[src/rtl/trdb_packet_scheduler.sv]
// ---------------------------------------------------------------------------
// trdb_packet_scheduler
//
// Arbitrates between NUM_SRC trace packet sources and serializes the granted
// packet onto a BEAT_W-wide stream: one header beat {zeros, length, type}
// followed by ceil(length*8/BEAT_W) payload beats. Bytes at or beyond the
// packet length read as zero. One packet is held at a time; the scheduler is
// the only driver of the sink.
//
// Optional feature macro: TRDB_SCHED_PRIO_EN
//   defined   -> source 0 has strict priority, others round-robin among
//                themselves when source 0 is not requesting.
//   undefined -> plain round-robin across all sources.
//
// Ports:
//   clk_i, rst_ni      clock, asynchronous active-low reset
//   enable_i           allows new grants
//   src_valid_i/ready  per-source handshake (ready is one-hot or zero)
//   src_type_i         packed per-source packet type
//   src_length_i       packed per-source payload byte count
//   src_payload_i      packed per-source payload, byte 0 in LSBs
//   beat_valid_o/ready output beat handshake
//   beat_data_o        output beat
//   beat_last_o        final beat of the packet
//   busy_o             a packet is held
//   len_err_o          one-cycle pulse: accepted length was clamped
// ---------------------------------------------------------------------------
// state     | meaning
// S_IDLE    | no packet held, may grant a source
// S_HEADER  | presenting header beat
// S_PAYLOAD | presenting payload beat cnt
// ---------------------------------------------------------------------------
module trdb_packet_scheduler #(
    parameter int NUM_SRC   = 2,
    parameter int TYPE_W    = 2,
    parameter int LEN_W     = 5,
    parameter int PAYLOAD_W = 128,
    parameter int BEAT_W    = 32
) (
    input  logic                         clk_i,
    input  logic                         rst_ni,
    input  logic                         enable_i,
    input  logic [NUM_SRC-1:0]           src_valid_i,
    output logic [NUM_SRC-1:0]           src_ready_o,
    input  logic [NUM_SRC*TYPE_W-1:0]    src_type_i,
    input  logic [NUM_SRC*LEN_W-1:0]     src_length_i,
    input  logic [NUM_SRC*PAYLOAD_W-1:0] src_payload_i,
    output logic                         beat_valid_o,
    input  logic                         beat_ready_i,
    output logic [BEAT_W-1:0]            beat_data_o,
    output logic                         beat_last_o,
    output logic                         busy_o,
    output logic                         len_err_o
);

    localparam int IDX_W      = (NUM_SRC > 1) ? $clog2(NUM_SRC) : 1;
    localparam int BEAT_B     = BEAT_W / 8;
    localparam int MAX_BYTES  = PAYLOAD_W / 8;
    localparam int NBEATS_MAX = PAYLOAD_W / BEAT_W;
    localparam int CNT_W      = $clog2(NBEATS_MAX) + 1;
    localparam logic [LEN_W:0] MAX_LEN = (LEN_W + 1)'(MAX_BYTES);

    typedef enum logic [1:0] {
        S_IDLE    = 2'd0,
        S_HEADER  = 2'd1,
        S_PAYLOAD = 2'd2
    } state_t;

    state_t                 state_q, state_d;
    logic [IDX_W-1:0]       rr_ptr_q;
    logic [TYPE_W-1:0]      cap_type_q;
    logic [LEN_W-1:0]       cap_len_q;
    logic [PAYLOAD_W-1:0]   cap_payload_q;
    logic [CNT_W-1:0]       cnt_q;
    logic                   len_err_q;

    logic                   gnt_any;
    logic [IDX_W-1:0]       gnt_idx;
    logic                   grant;
    logic [TYPE_W-1:0]      sel_type;
    logic [LEN_W-1:0]       sel_len;
    logic [PAYLOAD_W-1:0]   sel_payload;
    logic                   sel_too_long;
    logic                   pay_last;
    logic [BEAT_W-1:0]      pay_beat;

    // Round-robin search starting one past the last granted source.
    always_comb begin
        int idx;
        gnt_any = 1'b0;
        gnt_idx = '0;
        idx     = 0;
`ifdef TRDB_SCHED_PRIO_EN
        // Source 0 wins outright; gnt_idx is already 0.
        if (src_valid_i[0]) begin
            gnt_any = 1'b1;
        end
        for (int k = 1; k <= NUM_SRC; k++) begin
            idx = (int'(rr_ptr_q) + k) % NUM_SRC;
            if (!gnt_any && (idx != 0) && src_valid_i[IDX_W'(idx)]) begin
                gnt_any = 1'b1;
                gnt_idx = IDX_W'(idx);
            end
        end
`else
        for (int k = 1; k <= NUM_SRC; k++) begin
            idx = (int'(rr_ptr_q) + k) % NUM_SRC;
            if (!gnt_any && src_valid_i[IDX_W'(idx)]) begin
                gnt_any = 1'b1;
                gnt_idx = IDX_W'(idx);
            end
        end
`endif
    end

    assign grant        = (state_q == S_IDLE) && enable_i && gnt_any;
    assign sel_type     = src_type_i[gnt_idx*TYPE_W +: TYPE_W];
    assign sel_len      = src_length_i[gnt_idx*LEN_W +: LEN_W];
    assign sel_payload  = src_payload_i[gnt_idx*PAYLOAD_W +: PAYLOAD_W];
    assign sel_too_long = ({1'b0, sel_len} > MAX_LEN);

    // Last payload beat index is ceil(len / BEAT_B) - 1.
    always_comb begin
        int nbeats;
        nbeats   = (int'(cap_len_q) + BEAT_B - 1) / BEAT_B;
        pay_last = (int'(cnt_q) == nbeats - 1);
    end

    // Current payload beat with bytes past the packet length forced to zero.
    always_comb begin
        pay_beat = cap_payload_q[int'(cnt_q)*BEAT_W +: BEAT_W];
        for (int b = 0; b < BEAT_B; b++) begin
            if ((int'(cnt_q) * BEAT_B + b) >= int'(cap_len_q)) begin
                pay_beat[b*8 +: 8] = 8'h00;
            end
        end
    end

    always_ff @(posedge clk_i or negedge rst_ni) begin
        if (!rst_ni) begin
            state_q <= S_IDLE;
        end else begin
            state_q <= state_d;
        end
    end

    always_comb begin
        state_d = state_q;
        case (state_q)
            S_IDLE: begin
                if (grant) state_d = S_HEADER;
            end
            S_HEADER: begin
                if (beat_ready_i) state_d = (cap_len_q == '0) ? S_IDLE : S_PAYLOAD;
            end
            S_PAYLOAD: begin
                if (beat_ready_i && pay_last) state_d = S_IDLE;
            end
            default: state_d = S_IDLE;
        endcase
    end

    always_comb begin
        src_ready_o  = '0;
        beat_valid_o = 1'b0;
        beat_data_o  = '0;
        beat_last_o  = 1'b0;
        busy_o       = (state_q != S_IDLE);
        case (state_q)
            S_IDLE: begin
                if (grant) src_ready_o[gnt_idx] = 1'b1;
            end
            S_HEADER: begin
                beat_valid_o                    = 1'b1;
                beat_data_o[TYPE_W-1:0]         = cap_type_q;
                beat_data_o[TYPE_W +: LEN_W]    = cap_len_q;
                beat_last_o                     = (cap_len_q == '0);
            end
            S_PAYLOAD: begin
                beat_valid_o = 1'b1;
                beat_data_o  = pay_beat;
                beat_last_o  = pay_last;
            end
            default: ;
        endcase
    end

    assign len_err_o = len_err_q;

    always_ff @(posedge clk_i or negedge rst_ni) begin
        if (!rst_ni) begin
            rr_ptr_q      <= IDX_W'(NUM_SRC - 1);
            cap_type_q    <= '0;
            cap_len_q     <= '0;
            cap_payload_q <= '0;
            cnt_q         <= '0;
            len_err_q     <= 1'b0;
        end else begin
            len_err_q <= grant && sel_too_long;
            if (grant) begin
                rr_ptr_q      <= gnt_idx;
                cap_type_q    <= sel_type;
                cap_len_q     <= sel_too_long ? MAX_LEN[LEN_W-1:0] : sel_len;
                cap_payload_q <= sel_payload;
                cnt_q         <= '0;
            end else if (state_q == S_PAYLOAD && beat_ready_i) begin
                cnt_q <= cnt_q + CNT_W'(1);
            end
        end
    end

endmodule

[config.mk]
export PLATFORM = sky130hd
export DESIGN_NAME = trdb_packet_scheduler
export DESIGN_NICKNAME = d
export VERILOG_FILES = /design/src/rtl/trdb_packet_scheduler.sv
export SDC_FILE = /design/constraint.sdc
export NUM_CORES = 1
export LEC_CHECK = 0
export CORE_MARGIN = 2
export CORE_UTILIZATION = 44
export DETAILED_ROUTE_END_ITERATION = 8
export PLACE_DENSITY_LB_ADDON = 0.08
export SETUP_SLACK_MARGIN = 0.5
export SLEW_MARGIN = 30
export SYNTH_ARGS = -nofsm -noshare
export SYNTH_HDL_FRONTEND = slang
export SYNTH_SLANG_ARGS = --single-unit
export TNS_END_PERCENT = 100
[constraint.sdc]
create_clock -name clk_i -period 3.25 [get_ports clk_i]
set_input_delay 0.65 -clock clk_i [delete_from_list [all_inputs] [get_ports clk_i]]
set_output_delay 0.65 -clock clk_i [all_outputs]
set_load 0.02 [all_outputs]
# Yosys cells after proc, flatten, opt, wreduce, memory -nomap -nowiden
# Index checks and enable logic that the tools add are counted.
[totals]
register_bits = 142
inputBits = 276
elab_cells = 81
[classes]
n_addsub = 10
n_mul = 1
n_lt_le_gt_ge = 9
n_eq_ne = 6
shifts = 4
n_mux = 28
n_bitwise = 1
reduce_logical = 15
[op_table]
columns = ["op", "count"]
rows = [
  ["indexed part select 256 x 9 -> 128 bit", 1],
  ["indexed part select 128 x 9 -> 32 bit", 1],
  ["adder 32 x 1 -> 32 bit", 1],
  ["equality test 4 x 32 -> 1 bit", 1],
  ["two-way mux 8 bit", 4],
  ["subtractor 32 x 2 -> 32 bit, second input constant", 1],
  ["two-way mux 25 bit", 1],
  ["greater-or-equal comparator 6 x 5 -> 1 bit", 3],
  ["case mux 7 bit (2 select lines)", 1],
  ["adder 5 x 2 -> 6 bit, second input constant", 2],
  ["two-way mux 2 bit", 6],
  ["two-way mux 1 bit", 10],
  ["indexed part select 10 x 5 -> 5 bit", 1],
  ["logical AND 1 bit", 7],
  ["subtractor 6 x 1 -> 7 bit, second input constant", 1],
  ["adder 5 x 1 -> 6 bit, second input constant", 1],
  ["adder 5 x 3 -> 6 bit, second input constant", 1],
  ["less-than comparator 1 x 3 -> 1 bit, second input constant", 2],
  ["two-way mux 3 bit", 2],
  ["inequality test 2 bit, second input constant", 3],
  ["case mux 2 bit (3 select lines)", 1],
  ["greater-or-equal comparator 5 bit", 1],
  ["greater-than comparator 5 bit, second input constant", 1],
  ["zero test 5 bit", 1],
  ["other kinds (17)", 20],
]

# Depth between registers and ports, before layout
# Gate-level depths: netlist of run 1.
[depth]
word_depth = 14
depth_mapped = 10
mapped_depth_nobuf = 9

# Least setup slack after synthesis of run 1
# No wires, ideal clock.
[synth_timing]
path_kind = "register to output"
from = "register cap_len_q[0]"
to = "output port beat_last_o"
arrival_time_ns = 2.112
required_time_ns = 2.600
setup_slack_ns = 0.488
stages_incl_launch_ff = 11
path_buffers = 1
path_cell_list = "dfrtp_1 or2_1 buf_6 nand2_1 xnor2_1 ha_1 xor2_1 xnor2_1 mux2i_1 a32oi_1 nor2b_1"
[synth_via]
elab_chain_cells = 8
word_cells_on_any_way = 9
classes_between = "4 x add/sub; 1 x eq/ne; 1 x mux; 1 x bitwise; 2 x reduce/logical"
[synth_lines]
columns = ["element", "line_no", "source"]
rows = [
  ["start, declared", "72", "logic [LEN_W-1:0] cap_len_q;"],
  ["start signal, assigned", "203", "cap_len_q <= sel_too_long ? MAX_LEN[LEN_W-1:0] : sel_len;"],
  ["adder 5 x 3 -> 6 bit", "125", "nbeats = (int'(cap_len_q) + BEAT_B - 1) / BEAT_B;"],
  ["subtractor 6 x 1 -> 7 bit", "125", ""],
  ["OR reduction 2 bit (no source line)", "--", ""],
  ["AND 1 bit (no source line)", "--", ""],
  ["adder 32 x 1 -> 32 bit (no source line)", "--", ""],
  ["subtractor 32 x 2 -> 32 bit", "126", "pay_last = (int'(cnt_q) == nbeats - 1);"],
  ["equality test 4 x 32 -> 1 bit", "126", ""],
  ["case mux 1 bit (2 select lines) (*)", "169", "case (state_q)"],
  ["end, declared", "51", "output logic beat_last_o,"],
]
# Mark *: on every way between the ends. The rest lies on a longest branch, timed or not.

# Worst setup path in the final report of run 1
[layout_timing]
from = "register cap_len_q[1]"
to = "output port beat_last_o"
# Same word-level chain as after synthesis.

==> metrics.md, run 1 <==
| Metric | Value |
|---|---|
| Core footprint | `17,800 µm²` |
| Layout cell share with drive strength beyond 1 | `0.169` |
| DRT antenna net count | `0` |
| Setup TNS Final | `0 ns` |
| Syn_nets | `1,045` |
| Max cap viols | `0` |
| Num CTS Buffers | `17` |
| Die Y | `138 µm` |
| Flops & latches, synth | `142` |
| DR vias | `6,626` |
| Clock Skew | `0.0126 ns` |
| Antenna violations before repair | `0` |
| Max Buffers Root-to-Sink | `2` |
| Fin crit period | `3.13 ns` |
| Post-Layout Cell Count | `1,304` |
| H-tree Lvls | `4` |
| Yosys top cell area share | `0.445` |
| Global route total overflow | `0` |
| Crit. End Element | `primary output` |
| Final hold vios | `0` |
| Initial Util | `0.444` |
| Placed cells | `1,262` |
| Avg WL per Cell | `16.4 µm` |
| Register area share after synthesis | `0.449` |
| Status | `finished clean` |
| PortBufs | `312` |
| Pwr/cell area | `810 nW/µm²` |
| Die area | `19,100 µm²` |
| Synth top area cells | `dfrtp_1, mux2i_1, mux4_2` |
| Clock transition at the registers of the reported paths | `0.06 ns` |
| Routed WL | `21.4 mm` |
| CTS sink cnt | `142` |
| Detailed placement HPWL | `15.9 mm` |
| Async SR Flop Fraction | `1.00` |
| CTS tree | `yes` |
| Leakage | `5.52 nW` |
| Yosys cell types | `42` |
| Worst skew pair latency | `0.42 ns` |
| Antenna Cells | `0` |
| Largest net degree at the start of global routing | `271` |
| Number of synthesized flops with an enable pin | `0` |
| RSZ-0062 raised after global routing | `yes` |
| Max-slew violations | `0` |
| Hold Path Class | `primary input to async pin` |
| Worst slew pin tran | `0.754 ns` |
| Root Driver | `clkbuf_16` |
| WP data arrival | `2.48 ns` |
| Capture point of the worst reg-to-reg path | `state_q[1]` |
| Leading area contributor after synthesis | `dfrtp_1` |
| CP Class | `flip-flop to primary output` |
| Nets | `1,348` |
| Final total power | `0.00996 W` |
| Post-Syn Area | `7920 µm²` |
| Drt first pass iters | `4` |
| First-pass GRT wire length | `35.2 mm` |
| Register-to-register setup slack | `1.09 ns` |
| DR DRC count | `0` |
| CP endpoint | `beat_last_o` |
| Required @ worst endpoint | `2.60 ns` |
| DIE WIDTH | `138 µm` |
| Cell count after synthesis | `759` |
| Synthesis-to-finish area growth | `55.3%` |
| Critical Path Start | `cap_len_q[1]` |
| Critical Path Start Type | `flip-flop` |
| R2R depth | `9` |
| Ys Warns | `0` |
| Worst R2R Start | `cap_len_q[1]` |
| Syn Area/Cell | `10.4 µm²` |
| Vias in the first global route | `6,947` |
| Tcrit/Tclk final | `0.962` |
| Most used DFF post-synth | `dfrtp_1` |
| Vias per cell | `5.08` |
| Max_slew headroom | `0.497` |
| Routability-driven placement congestion ratio | `0.816` |
| Final setup violation count | `0` |
| Total Routing Usage GR | `0.230` |
| Top Ports | `314` |
| Top achievable clock speed | `320 MHz` |
| Worst IR Drop VDD | `0.557 mV` |
| CP max FO | `5` |
| Row count | `49` |
| Iter 0 DRT Violations | `265` |
==> synth_stat cells (5+ instances only) <==
cell	instances
xnor2_1	6
inv_1	10
nor2b_1	20
clkbuf_1	17
mux2i_1	137
and3_1	8
buf_2	30
nor2_1	8
dfrtp_1	141
a21boi_1	5
o21ai_0	134
nand2b_1	8
ha_1	10
mux4_2	32
nand2_1	149
==> cell type report <==
type | count | area [µm²]
Clock buffer | 18 | 439
Clock inverter | 14 | 183
Inverter | 10 | 42.5
Sequential cell | 142 | 3570
Tap cell | 229 | 287
Fill cell | 1388 | 5540
Timing Repair Buffer | 340 | 3440
Multi-Input combinational cell | 551 | 4340
==> worst max-delay path, cell delays in order, from the launching register on <==
cell     delay [ns]
dfrtp_1        0.38
or2_4          0.28
nand2_2        0.09
xnor2_2        0.10
ha_2           0.22
xor2_2         0.17
xnor2_2        0.13
mux2i_1        0.26
a32oi_1        0.17
nor2b_2        0.15
buf_6          0.12
==> through the flow <==
stage | utilization | area, µm² | setup WS [ns] | hold WS, ns
finish | 0.689 | 12300 | 0.123 | 0.247
global route | 0.689 | 12300 | -0.00513 | 0.297
CTS | 0.670 | 12000 | 0.0974 | 0.279
detailed placement | 0.630 | 11200 | 0.0472 | 0.465
global placement | 0.630 | 11200 | 0.0639 | 0.455
floorplan | - | 7920 | 0.570 | 0.354
==> cell usage in the layout (no fill, tap or decap), types with 2 or more instances in the layout <==
cell,synthesis,layout
clkdlybuf4s50_1,0,276
nand2_1,149,148
mux2i_1,137,137
dfrtp_1,141,135
o21ai_0,134,132
mux4_2,32,32
buf_6,4,29
buf_4,1,26
clkbuf_16,0,17
nor2b_1,20,11
inv_1,10,8
nor2_1,8,8
nand2b_4,0,8
nor2b_4,0,8
and3_4,0,6
ha_1,10,6
dfrtp_2,0,6
a21boi_2,0,5
inv_6,0,4
xnor2_1,6,4
clkinvlp_4,0,4
buf_12,0,4
xor2_1,4,3
o31ai_1,3,3
bufinv_16,0,3
o21ai_4,0,2
xnor2_2,0,2
or4_1,2,2
and3_1,8,2
nand3_1,4,2
ha_2,0,2
ha_4,0,2
inv_8,0,2
buf_8,0,2
==> what timing repair did <==
| action | 4_1_cts | 5_1_grt |
|---|---|---|
| hold buffers | 0 | 0 |
| gates cloned | 0 | 0 |
| endpoints found under the setup margin | 34 | 34 |
| resized for setup | 191 | 79 |
| pin swaps | 8 | 12 |
| setup buffers | 8 | 1 |
==> power breakdown <==
group	total (W)	internal (W)	switching, W
registers	0.00303	0.00258	0.000451
clock network	0.00204	0.00124	0.000794
logic	0.00489	0.00255	0.00234
==> sequential cells by signal (all words and copies together), names as in the netlist <==
signal         flops
cap_type_q         2
rr_ptr_q           1
cap_len_q          5
cnt_q              3
state_q            2
len_err_o          1
cap_payload_q    128
==> worst min path at each step <==
| stage | startpoint | end | slack, ns | cells after the start |
|---|---|---|---|---|
| floorplan | rst_ni | cap_len_q[0] | 0.35 | 0 |
| global placement | cap_payload_q[79] | cap_payload_q[79] | 0.45 | 2 |
| global route | rst_ni | cap_payload_q[0] | 0.30 | 1 |
| detailed placement | cap_payload_q[79] | cap_payload_q[79] | 0.46 | 2 |
| finish | rst_ni | cap_payload_q[0] | 0.25 | 1 |
| CTS | rst_ni | cap_payload_q[0] | 0.28 | 1 |
==> routing by layer <==
| metal | global-route usage | wire, µm |
|---|---|---|
| met5 | 0 | 0 |
| met4 | 0.0618 | 330 |
| met2 | 0.387 | 10800 |
| met3 | 0.0592 | 1040 |
| met1 | 0.298 | 9260 |
==> kinds of logic after synthesis <==
| group | after synthesis | share of synthesized area |
|---|---|---|
| AOI/OAI and AO/OA | 156 | 0.106 |
| adders and majority gates | 10 | 0.0158 |
| muxes | 170 | 0.266 |
| DFF | 142 | 0.449 |
| buffers and inverters | 66 | 0.0403 |
| xor gates and xnor gates | 10 | 0.0111 |
| and+or+nand+nor | 205 | 0.113 |
Note: power is estimated with default switching activity, not from simulation.
==> run 2, diff against run 1 <==
Settings changed: RECOVER_POWER from default to 50.
==> run 2 against run 1 <==
Net effect:
- the run now ends with max-capacitance violations, max-slew violations left
- maximum frequency decreased by 0.17%
- cell count unchanged
- utilization shrank 0.32 points
- worst setup slack worse by 0.0052 ns
- largest cell class unchanged
==> metrics.md, run 2 (synthesis gave the netlist of run 1 again) <==
| Metric | Value |
|---|---|
| Status | `finished with violations` |
| Failing checks | `max-capacitance violations, max-slew violations` |
| Clock transition at the registers of the reported paths | `0.06 ns (about the same)` |
| Clock Skew | `0.0118 ns (-0.000769 ns)` |
| Routed WL | `21.5 mm (+0.21%)` |
| Die area | `19,100 µm² (unchanged)` |
| Row count | `49 (unchanged)` |
| CP Class | `flip-flop to primary output` |
| Iter 0 DRT Violations | `248 (-6.4%)` |
| Critical Path Start | `cap_len_q[1]` |
| Max_slew headroom | `-0.270 (-0.768)` |
| DIE WIDTH | `138 µm (unchanged)` |
| Max reg flops | `128 (unchanged)` |
| Max-slew violations | `78 (+78)` |
| Vias per cell | `5.11 (+0.54%)` |
| Hold wc startpoint | `cap_payload_q[79]` |
| Drt first pass iters | `4 (unchanged)` |
| Required @ worst endpoint | `2.60 ns (about the same)` |
| First-pass GRT wire length | `35.2 mm (unchanged)` |
| Vias in the first global route | `6,947 (unchanged)` |
| CP max FO | `5 (unchanged)` |
| Num CTS Buffers | `17 (unchanged)` |
| Antenna Cells | `0 (unchanged)` |
| Avg WL per Cell | `16.5 µm (+0.21%)` |
| Crit. End Element | `primary output` |
| Tcrit/Tclk final | `0.964 (+0.00161)` |
| Max Buffers Root-to-Sink | `2 (unchanged)` |
| Number of buffers and inverters on the critical path | `1 (unchanged)` |
| Worst skew pair latency | `0.42 ns (about the same)` |
| Antenna violations before repair | `0 (unchanged)` |
| Global route total overflow | `0 (unchanged)` |
| Synthesis-to-finish area growth | `54.5%` |
| RSZ-0062 raised after global routing | `yes` |
| Biggest regs | `cap_payload_q x128, cap_len_q x5, cnt_q x3` |
| Die Y | `138 µm (unchanged)` |
| Most common cell after layout, fill and taps aside | `clkdlybuf4s50_1` |
| Final hold vios | `0 (unchanged)` |
| Slowest CP cell | `dfrtp_1` |
| Largest net degree at the start of global routing | `271 (unchanged)` |
| Final setup violation count | `0 (unchanged)` |
| WP data arrival | `2.48 ns (about the same)` |
| Worst IR Drop VDD | `0.558 mV (about the same)` |
| Total Routing Usage GR | `0.230 (unchanged)` |
| CTS sink cnt | `142 (unchanged)` |
| Root Driver | `clkbuf_16` |
| Worst path top cell family by delay | `simple AND/OR/NAND/NOR gates` |
| Layout cell share with drive strength beyond 1 | `0.166 (-0.00372)` |
| Fin util | `0.686 (-0.00323)` |
| Fin crit period | `3.13 ns (+0.00523 ns)` |
| Pwr/cell area | `814 nW/µm² (+0.43%)` |
| Critical Path Start Type | `flip-flop` |
| CTS tree | `yes` |
| Hold Path Class | `flip-flop to flip-flop` |
| Core footprint | `17,800 µm² (unchanged)` |
| CP cell instances | `or2_4 -> nand2_2 -> xnor2_2 -> ha_2 -> xor2_2 -> xnor2_2 -> mux2i_1 -> a32oi_1 -> nor2b_2 -> buf_6` |
| Detailed placement HPWL | `15.9 mm (unchanged)` |
| Top Ports | `314 (unchanged)` |
| H-tree Lvls | `4 (unchanged)` |
| DR DRC count | `0 (unchanged)` |
| CP dominant cell by count | `xnor2_2` |
| Leakage | `5.49 nW (-0.46%)` |
| Max cap viols | `1 (+1)` |
| Routability-driven placement congestion ratio | `0.816 (unchanged)` |
| Nets | `1,348 (unchanged)` |
| PortBufs | `312 (unchanged)` |
| CP max stage delay | `0.38 ns (about the same)` |
| DRT antenna net count | `0 (unchanged)` |
| Top achievable clock speed | `319 MHz (-0.17%)` |
| Initial Util | `0.444 (unchanged)` |
| DR vias | `6,662 (+0.54%)` |
| Reg with most FFs | `cap_payload_q` |
| Final total power | `0.00996 W (about the same)` |
| Most frequent cells in the layout | `clkdlybuf4s50_1, nand2_1, mux2i_1` |
| Worst R2R Start | `state_q[0]` |
| Worst slew pin tran | `1.91 ns (+1.15 ns)` |
==> run 2: power by group <==
group,leakage (nW),total (W),internal [W],switching [W]
sequential,1.78,0.00303,0.00258,0.000452
combinational,3.43,0.00489,0.00254,0.00234
clock,0.293,0.00204,0.00124,0.000795
total,5.49,0.00996,0.00637,0.00359
==> run 2: worst paths after layout <==
path,end,slack [ns],cells past startpoint
min reg2reg,cap_payload_q[79],0.47,2
max in group asynchronous,cap_payload_q[88],0.76,2
max,beat_last_o,0.12,10
max reg2reg,cap_payload_q[3],0.59,6
min,cap_payload_q[79],0.47,2
min in group asynchronous,cap_payload_q[0],0.74,1
==> run 2: what timing repair did <==
| item | 4_1_cts | 5_1_grt |
|---|---|---|
| pin swaps | 8 | 12 |
| buffers inserted | 8 | 1 |
| endpoints found under the hold margin | 0 | 0 |
| endpoints found under the setup margin | 34 | 34 |
| resized for setup | 191 | 79 |
| hold buffers | 0 | 0 |
==> run 2: final cells by class <==
type / count / area [µm²]
fill: 1397 / 5600
multi-input combinational: 551 / 4330
sequential: 142 / 3570
timing repair buffer: 340 / 3400
clock buffer: 18 / 439
tap: 229 / 287
clock inverter: 14 / 183
inverter: 10 / 42.5
==> run 2: layer usage <==
metal	up-vias	GRT usage	routed length [µm]
met1	3158	0.298	9350
met3	25	0.0592	1030
met2	196	0.387	10700
met4	0	0.0618	363
li1	3283	-	-
met5	-	0	0
==> run 2: tightest hold or removal path, stage by stage (launching register included) <==
cell     delay, ns
dfrtp_1       0.33
nand2_1       0.05
o21ai_0       0.06
==> run 2: metrics by stage <==
step | hold slack [ns] | setup TNS [ns] | area [µm²] | instances | setup WS, ns
after floorplan | 0.354 | 0 | 7920 | 759 | 0.570
after global placement | 0.455 | 0 | 11200 | 1262 | 0.0639
after detailed placement | 0.465 | 0 | 11200 | 1262 | 0.0472
after CTS | 0.279 | 0 | 12000 | 1302 | 0.0974
after global routing | 0.488 | -0.00513 | 12200 | 1304 | -0.00513
final | 0.473 | 0 | 12200 | 1304 | 0.118
==> run 3, diff against run 2 <==
Settings changed: REMOVE_ABC_BUFFERS from default to 1.
==> run 3 against run 2 <==
Net effect:
- the flow still finishes with violations (max-capacitance violations, max-slew violations)
- critical path depth stayed put
- worst hold slack got worse by 0.00067 ns
- worst setup slack lost 0.0070 ns
- flip-flop and latch count unchanged
- maximum frequency shrank 0.22%
- non-clock buffer count increased by 10
- critical endpoint unchanged
==> metrics.md, run 3 (synthesis gave the netlist of run 1 again) <==
| Metric | Value |
|---|---|
| Hold buffers post-CTS | `0 (unchanged)` |
| Antenna violations before repair | `0 (unchanged)` |
| Max cap viols | `2 (+1)` |
| Top Ports | `314 (unchanged)` |
| DRT antenna net count | `0 (unchanged)` |
| Clock transition at the registers of the reported paths | `0.06 ns (about the same)` |
| Global route total overflow | `0 (unchanged)` |
| Core footprint | `17,800 µm² (unchanged)` |
| CP Class | `flip-flop to primary output` |
| DR DRC count | `0 (unchanged)` |
| Drt first pass iters | `4 (unchanged)` |
| Final hold vios | `0 (unchanged)` |
| Layout cell share with drive strength beyond 1 | `0.167 (+0.00139)` |
| Worst IR Drop VDD | `0.570 mV (+2.2%)` |
| Placed instance area | `11,300 µm² (+0.18%)` |
| Die area | `19,100 µm² (unchanged)` |
| Status | `finished with violations` |
| Num CTS Buffers | `17 (unchanged)` |
| Top achievable clock speed | `319 MHz (-0.22%)` |
| Most common cell after layout, fill and taps aside | `clkdlybuf4s50_1` |
| Routed WL | `21.0 mm (-2.1%)` |
| Tcrit/Tclk final | `0.966 (+0.00216)` |
| Crit. End Element | `primary output` |
| CTS sink cnt | `142 (unchanged)` |
| Most frequent cells in the layout | `clkdlybuf4s50_1, nand2_1, mux2i_1` |
| Fin crit period | `3.14 ns (+0.00701 ns)` |
| H-tree Lvls | `4 (unchanged)` |
| Leakage | `5.53 nW (+0.71%)` |
| Antenna Cells | `0 (unchanged)` |
| Worst skew pair latency | `0.42 ns (about the same)` |
| DR vias | `6,663 (+0.015%)` |
| Die Y | `138 µm (unchanged)` |
| Vias in the first global route | `6,827 (-1.7%)` |
| Required @ worst endpoint | `2.60 ns (about the same)` |
| Largest net degree at the start of global routing | `271 (unchanged)` |
| Pwr/cell area | `838 nW/µm² (+3.0%)` |
| Total Routing Usage GR | `0.223 (-0.00702)` |
| Nets | `1,358 (+0.74%)` |
| Critical Path Start Type | `flip-flop` |
| First-pass GRT wire length | `34.1 mm (-3.2%)` |
| WP data arrival | `2.49 ns (about the same)` |
| CP max FO | `5 (unchanged)` |
| Final total power | `0.0102 W (+2.9%)` |
| Max_slew headroom | `-0.137 (+0.134)` |
| Vias per cell | `5.07 (-0.67%)` |
| Reg with most FFs | `cap_payload_q` |
| PortBufs | `312 (unchanged)` |
| Root Driver | `clkbuf_16` |
| Clock Skew | `0.00549 ns (-0.00632 ns)` |
| DIE WIDTH | `138 µm (unchanged)` |
| RSZ-0062 raised after global routing | `yes` |
| Initial Util | `0.444 (unchanged)` |
| Detailed placement HPWL | `15.2 mm (-3.9%)` |
| Iter 0 DRT Violations | `380 (+53%)` |
| CTS tree | `yes` |
| Max Buffers Root-to-Sink | `2 (unchanged)` |
| Min Hold Slack | `0.472 ns (-0.000667 ns)` |
| Hold Path Cell Cnt | `2 (unchanged)` |
| Hold Path Class | `flip-flop to flip-flop` |
| Max-slew violations | `338 (+330%)` |
| Max reg flops | `128 (unchanged)` |
| R2R depth | `16 (+10)` |
| Synthesis-to-finish area growth | `54.4% (about the same)` |
| Routability-driven placement congestion ratio | `0.850 (+4.1%)` |
| Biggest regs | `cap_payload_q x128, cap_len_q x5, cnt_q x3` |
| Avg WL per Cell | `16.0 µm (-2.8%)` |
| Final Cell Area | `12,200 µm² (about the same)` |
| Fin util | `0.686 (about the same)` |
| Final setup violation count | `0 (unchanged)` |
| Worst slew pin tran | `1.70 ns (-0.201 ns)` |
| Failing checks | `max-capacitance violations, max-slew violations` |
| Row count | `49 (unchanged)` |
## run 3: cell types whose count changed in the layout (fill, tap and decap cells not counted), moves of 4 or more
cell	before	now
and3_4	6	0
buf_4	23	44
buf_6	28	19
inv_6	4	0
and3_1	2	8
## run 3: layer usage
| layer | up-vias | global-route usage | wire length, µm | share of wire |
|---|---|---|---|---|
| li1 | 3309 | - | - | - |
| met4 | 0 | 0.0548 | 292 | 0.014 |
| met2 | 192 | 0.386 | 10800 | 0.52 |
| met5 | - | 0 | 0 | 0 |
| met3 | 24 | 0.0533 | 1020 | 0.049 |
| met1 | 3138 | 0.284 | 8870 | 0.42 |
## run 3: worst max-delay path, stage by stage (launching register included)
cell     delay, ns
dfrtp_1       0.37
or2_4         0.29
nand2_4       0.07
xnor2_2       0.11
ha_2          0.20
xor2_1        0.16
xnor2_1       0.15
mux2i_1       0.30
a32oi_1       0.15
nor2b_1       0.13
buf_4         0.15
## run 3: where the power goes
part | total (W) | switching, W | internal (W) | leakage (nW)
Clock | 0.00205 | 0.000734 | 0.00132 | 0.306
Combinational | 0.00518 | 0.00241 | 0.00277 | 3.45
Sequential | 0.00302 | 0.000438 | 0.00258 | 1.78
Total | 0.0102 | 0.00358 | 0.00667 | 5.53
## run 3: timing repair
action,CTS,global route
gates cloned,0,0
resized for setup,189,62
endpoints found under the setup margin,35,35
buffers inserted,12,5
pin swaps,9,9
## run 3: worst paths after layout
path	start	to	slack, ns
worst max-delay path	cap_len_q[0]	beat_last_o	0.11
worst min-delay path	cap_payload_q[111]	cap_payload_q[111]	0.47
worst max register to register	cap_len_q[0]	state_q[1]	0.46
worst min register to register	cap_payload_q[111]	cap_payload_q[111]	0.47
max in group asynchronous	rst_ni	cap_payload_q[57]	1.14
min in group asynchronous	rst_ni	cap_payload_q[41]	0.65
## run 3: through the flow
step	TNS [ns]	setup WS, ns	instances
5_1_grt	-0.0458	-0.0458	1313
6_report	0	0.111	1313
4_1_cts	0	0.141	1308
3_3_place_gp	0	0.0805	1265
3_5_place_dp	0	0.0511	1265
2_1_floorplan	-355.22	-3.81	703
## run 3: final cells by class
class	count	area, µm²
tap	229	287
clock inverter	11	165
inverter	10	40.0
fill	1377	5610
multi-input combinational	551	4310
timing repair buffer	350	3410
sequential	142	3570
clock buffer	20	457
==> RTL change 1, RTL diff (config.mk and constraints of run 1) <==
Remove the register `len_err_q`: a continuous assignment takes its place, so the output `len_err_o` follows one clock earlier.
--- a/src/rtl/trdb_packet_scheduler.sv
+++ b/src/rtl/trdb_packet_scheduler.sv
@@ -194,9 +194,7 @@
             cap_len_q     <= '0;
             cap_payload_q <= '0;
             cnt_q         <= '0;
-            len_err_q     <= 1'b0;
         end else begin
-            len_err_q <= grant && sel_too_long;
             if (grant) begin
                 rr_ptr_q      <= gnt_idx;
                 cap_type_q    <= sel_type;
@@ -209,5 +207,7 @@
         end
     end
 
+    assign len_err_q = grant && sel_too_long;
+
 endmodule
 
Formal check against the unedited RTL: not equivalent (a bounded check fails within 4 cycles, from zero or initial values and one cycle with rst_ni low).
==> RTL change 1 against run 1 <==
Non-clock buffer count increased by 10. Power grew 0.32%. Largest power group unchanged. Cell area down 0.84%. Core utilization rose by 1.1 points. Critical endpoint unchanged. Combinational power down 1%. Setup slack got worse by 1.6 ps. Routed wire length grew 2.3%. Critical path type unchanged. Clock skew is 6.5 ps lower. Sequential cell count decreased by 1. Area after synthesis shrank 0.32%.
==> RTL change 1: results (changes against run 1) <==
- M1 WL: 8870 um (-4.3%)
- Gr usage total: 0.234 (+0.00404)
- Syn_nets: 1044 (-0.096%)
- Worst Setup SP: cap_len_q[0]
- First-pass GRT wire length: 34000 um (-3.3%)
- Drt pass-1 iters: 7 (+3)
- Met3 routed WL: 1340 um (+29%)
- Hpwl dp: 15700 um (-1.4%)
- CP max stage cell: or4_1
- Multi-input combinational area share: 0.347 (-0.00592)
- Peak VDD IR: 923 uV (+66%)
- Clock buf/inv share: 0.0533 (+0.00269)
- Yosys reg bits: 141 (-0.70%)
- Routed vias/inst: 5.09 (+0.17%)
- Met1 Usage GRT: 0.287 (-0.0107)
- Combinational power share: 0.484 (-0.007)
- Status: finished clean
- Fillers: 1375 (-0.94%)
- LEAKAGE: 5.50 nW (-0.42%)
- Switching share of power: 0.349 (-0.0112)
- Met2 WL: 11400 um (+5.7%)
- Top cells by count, synth: nand2_1 (149), dfrtp_1 (140), mux2i_1 (137)
- Buffer share of cell area: 0.283 (+0.00331)
- Reg-to-Reg End: state_q[0]
- FF+latch area: 3540 um2 (-0.74%)
- Worst r2r path cells: 10 (+1)
- Final net count: 1357 (+0.67%)
- Rel. slew slack: 0.394 (-0.103)
- Non-clock buffer count: 350 (+2.9%)
- Crit path max fanout: 4 (-1)
- Post CTS Setup Buffer Count: 12 (+4)
- R2R setup slack: 1000 ps (-90 ps)
- Global Route met3 Usage: 0.0534 (-0.00587)
- Vias in the first global route: 6854 (-1.3%)
- Synth area leaders: dfrtp_1 (44%), mux2i_1 (17%), mux4_2 (9.1%), o21ai_0 (8.5%), nand2_1 (7.1%)
==> RTL change 1: cell types whose count changed after synthesis, sizes merged <==
cell   before  now
dfrtp     141  140
==> RTL change 1: cells by family (layout without fill, tap and decap cells) <==
kind of cell	count (synthesis)	after routing	synth area share
muxes	170	170	0.266
and+or+nand+nor	205	205	0.113
buffers and inverters	66	392	0.0404
adders and majority gates	10	10	0.0158
AOI/OAI and AO/OA	156	156	0.106
xor gates and xnor gates	10	10	0.0111
DFF	141	141	0.447
==> RTL change 1: through the flow <==
stage / power, mW / cells / worst slack (ps) / area, um2 / hold WS (ps)
2_1_floorplan: 6.03 / 758 / 570 / 7900 / 354
3_3_place_gp: 7.33 / 1260 / 66.3 / 11200 / 456
3_5_place_dp: 7.44 / 1260 / 33.1 / 11200 / 465
4_1_cts: 9.82 / 1305 / 87.1 / 12000 / 291
5_1_grt: 10.7 / 1309 / 7.78 / 12200 / 299
6_report: 9.99 / 1309 / 121 / 12200 / 247
==> RTL change 2, RTL diff (settings of run 1) <==
Without the edit above. Build with the macro `TRDB_SCHED_PRIO_EN` defined.
--- a/src/rtl/trdb_packet_scheduler.sv
+++ b/src/rtl/trdb_packet_scheduler.sv
@@ -30,6 +30,8 @@
 // S_HEADER  | presenting header beat
 // S_PAYLOAD | presenting payload beat cnt
 // ---------------------------------------------------------------------------
+`define TRDB_SCHED_PRIO_EN
+
 module trdb_packet_scheduler #(
     parameter int NUM_SRC   = 2,
     parameter int TYPE_W    = 2,
Behaviour: no difference found for any inputs over 4 cycles, from zero or initial values and one cycle with rst_ni low; that may be too few to reach the edited logic, so the function may still have changed.
==> RTL change 2 against run 1 <==
Sequential cell count down 1. Count of clock-buffer cells in the layout up 1. Global-route usage about the same. Area after synthesis down 15%. First-iteration DRC count up 30%. Fmax down 3.4%. Power up 0.32%. Setup slack worse by 110 ps. Routed wire length down 13%. Cell area down 18%. Synthesized cell count down 3.2%. Core utilization down 1.9 points. Register-to-register slack worse by 700 ps. Critical endpoint unchanged. Largest cell class is now flip-flops and latches. Largest power group unchanged. Highest routed layer unchanged.
==> RTL change 2: results (changes against run 1) <==
- Slowest Stage Delay on Critical Path: 380 ps (about the same)
- Clock root buffer: clkbuf_16
- LEAKAGE: 4.94 nW (-11%)
- Synth Flop Type: dfrtp_1
- Status: finished clean
- Clk slew on worst S/H paths: 60 ps (about the same)
- WP data arrival: 2590 ps (+110 ps)
- Reg-to-Reg End: state_q[0]
- Synth unique cells: 37 (-12%)
- Longest Clk Path Bufs: 2 (unchanged)
- Sequential fraction of the synthesis area: 0.522 (+0.0733)
- Final wirelength: 18700 um (-13%)
- Pin count of the biggest net entering global routing: 140 (-48%)
- R2R setup slack: 390 ps (-700 ps)
- Synth area leaders: dfrtp_1 (52%), nand2_1 (23%), mux4_2 (11%), ha_1 (1.9%), nor2b_1 (1.8%)
- Worst reg2reg startpoint: cap_len_q[0]
- PortBufs: 176 (-44%)
- Worst r2r path cells: 15 (+6)
- Layout cells sized above 1: 0.216 (+0.0471)
- Crit path max fanout: 4 (-1)
- Crit-path leading delay family: XOR/XNOR gates
- Drt pass-1 iters: 4 (unchanged)
- Htree depth: 4 (unchanged)
- Worst hold path type: in -> async
- Via count: 5755 (-13%)
- FFs w/ async S/R, synth: 1.00 (unchanged)
- Fillers: 1196 (-14%)
- CP max stage cell: dfrtp_1
- Vias in the first global route: 5977 (-14%)
- Pre-CTS setup slack: 5.08 ps (-42.1 ps)
- Gr usage total: 0.230 (+0.000299)
- Top cells by count, synth: nand2_1 (408), dfrtp_1 (141), mux4_2 (32)
- Clk_skew: 8.30 ps (-4.28 ps)
- Initial antenna violation count: 0 (unchanged)
- Hpwl dp: 11300 um (-29%)
- Largest registers: cap_payload_q: 128 flops, cap_len_q: 5 flops, cnt_q: 3 flops
- Gp weighted congestion: 0.795 (-2.6%)
- Yosys Warn Count: 0 (unchanged)
- Syn_nets: 1021 (-2.3%)
- ANT cells: 0 (unchanged)
- CTS Buf Count: 17 (unchanged)
- First-pass GRT wire length: 29300 um (-17%)
- Worst slew pin tran: 704 ps (-49.9 ps)
- Final net count: 1225 (-9.1%)
- Worst skew pair latency: 420 ps (about the same)
- Peak VDD IR: 650 uV (+17%)
- DRT iter0 DRCs: 345 (+30%)
## RTL change 2: worst max path at each step
stage	slack, ps	from	endpoint
6_report	10	cap_len_q[0]	beat_last_o
5_1_grt	-70	cap_len_q[0]	beat_last_o
2_1_floorplan	570	cap_len_q[0]	beat_last_o
3_5_place_dp	5	cap_len_q[0]	beat_last_o
4_1_cts	120	cap_len_q[1]	beat_last_o
3_3_place_gp	40	cap_len_q[0]	beat_last_o
## RTL change 2: timing repair
| action | in CTS | in global routing |
|---|---|---|
| pin swaps | 9 | 18 |
| buffers inserted | 22 | 10 |
| gates resized for setup | 148 | 124 |
| setup endpoints to repair | 33 | 36 |
| cloned | 1 | 0 |
## RTL change 2: cell families after synthesis
kind of cell | Yosys count | synth area share
other | 1 | 0.000555
buffers and inverters | 53 | 0.0361
adder cells (fa/ha/maj) | 10 | 0.0185
flip-flops | 141 | 0.522
XOR/XNOR | 9 | 0.0117
multiplexers | 35 | 0.111
AND/OR/NAND/NOR | 461 | 0.275
AO/OA/AOI/OAI | 25 | 0.0252
## RTL change 2: layout make-up
type / count / share of cell area
tap: 188 / 0.0233
clock inverter: 13 / 0.0257
clock buffer: 19 / 0.0428
multi-input combinational: 541 / 0.329
sequential: 141 / 0.350
timing repair buffer: 227 / 0.225
inverter: 11 / 0.00458
## RTL change 2: power breakdown
group	total, mW	internal (mW)	switching (mW)	leakage, nW
clock	2.29	1.52	0.766	0.328
combinational	4.67	2.50	2.17	2.86
sequential	3.03	2.57	0.458	1.75
## RTL change 2: per-stage QoR
stage | instance area [um2] | util | std cells | hold WS (ps)
final | 10100 | 0.670 | 1140 | 259
after detailed placement | 8750 | 0.580 | 1075 | 457
after floorplan | 6760 | - | 735 | 354
after CTS | 9660 | 0.640 | 1130 | 279
after global routing | 10100 | 0.670 | 1140 | 316
after global placement | 8750 | 0.580 | 1075 | 452
## RTL change 2: routing by layer
layer	up-vias	global-route usage	wire length, um
li1	2759	-	-
met1	2789	0.306	8320
met2	186	0.372	8910
met3	21	0.0626	1220
met4	0	0.0711	265
met5	-	0	0
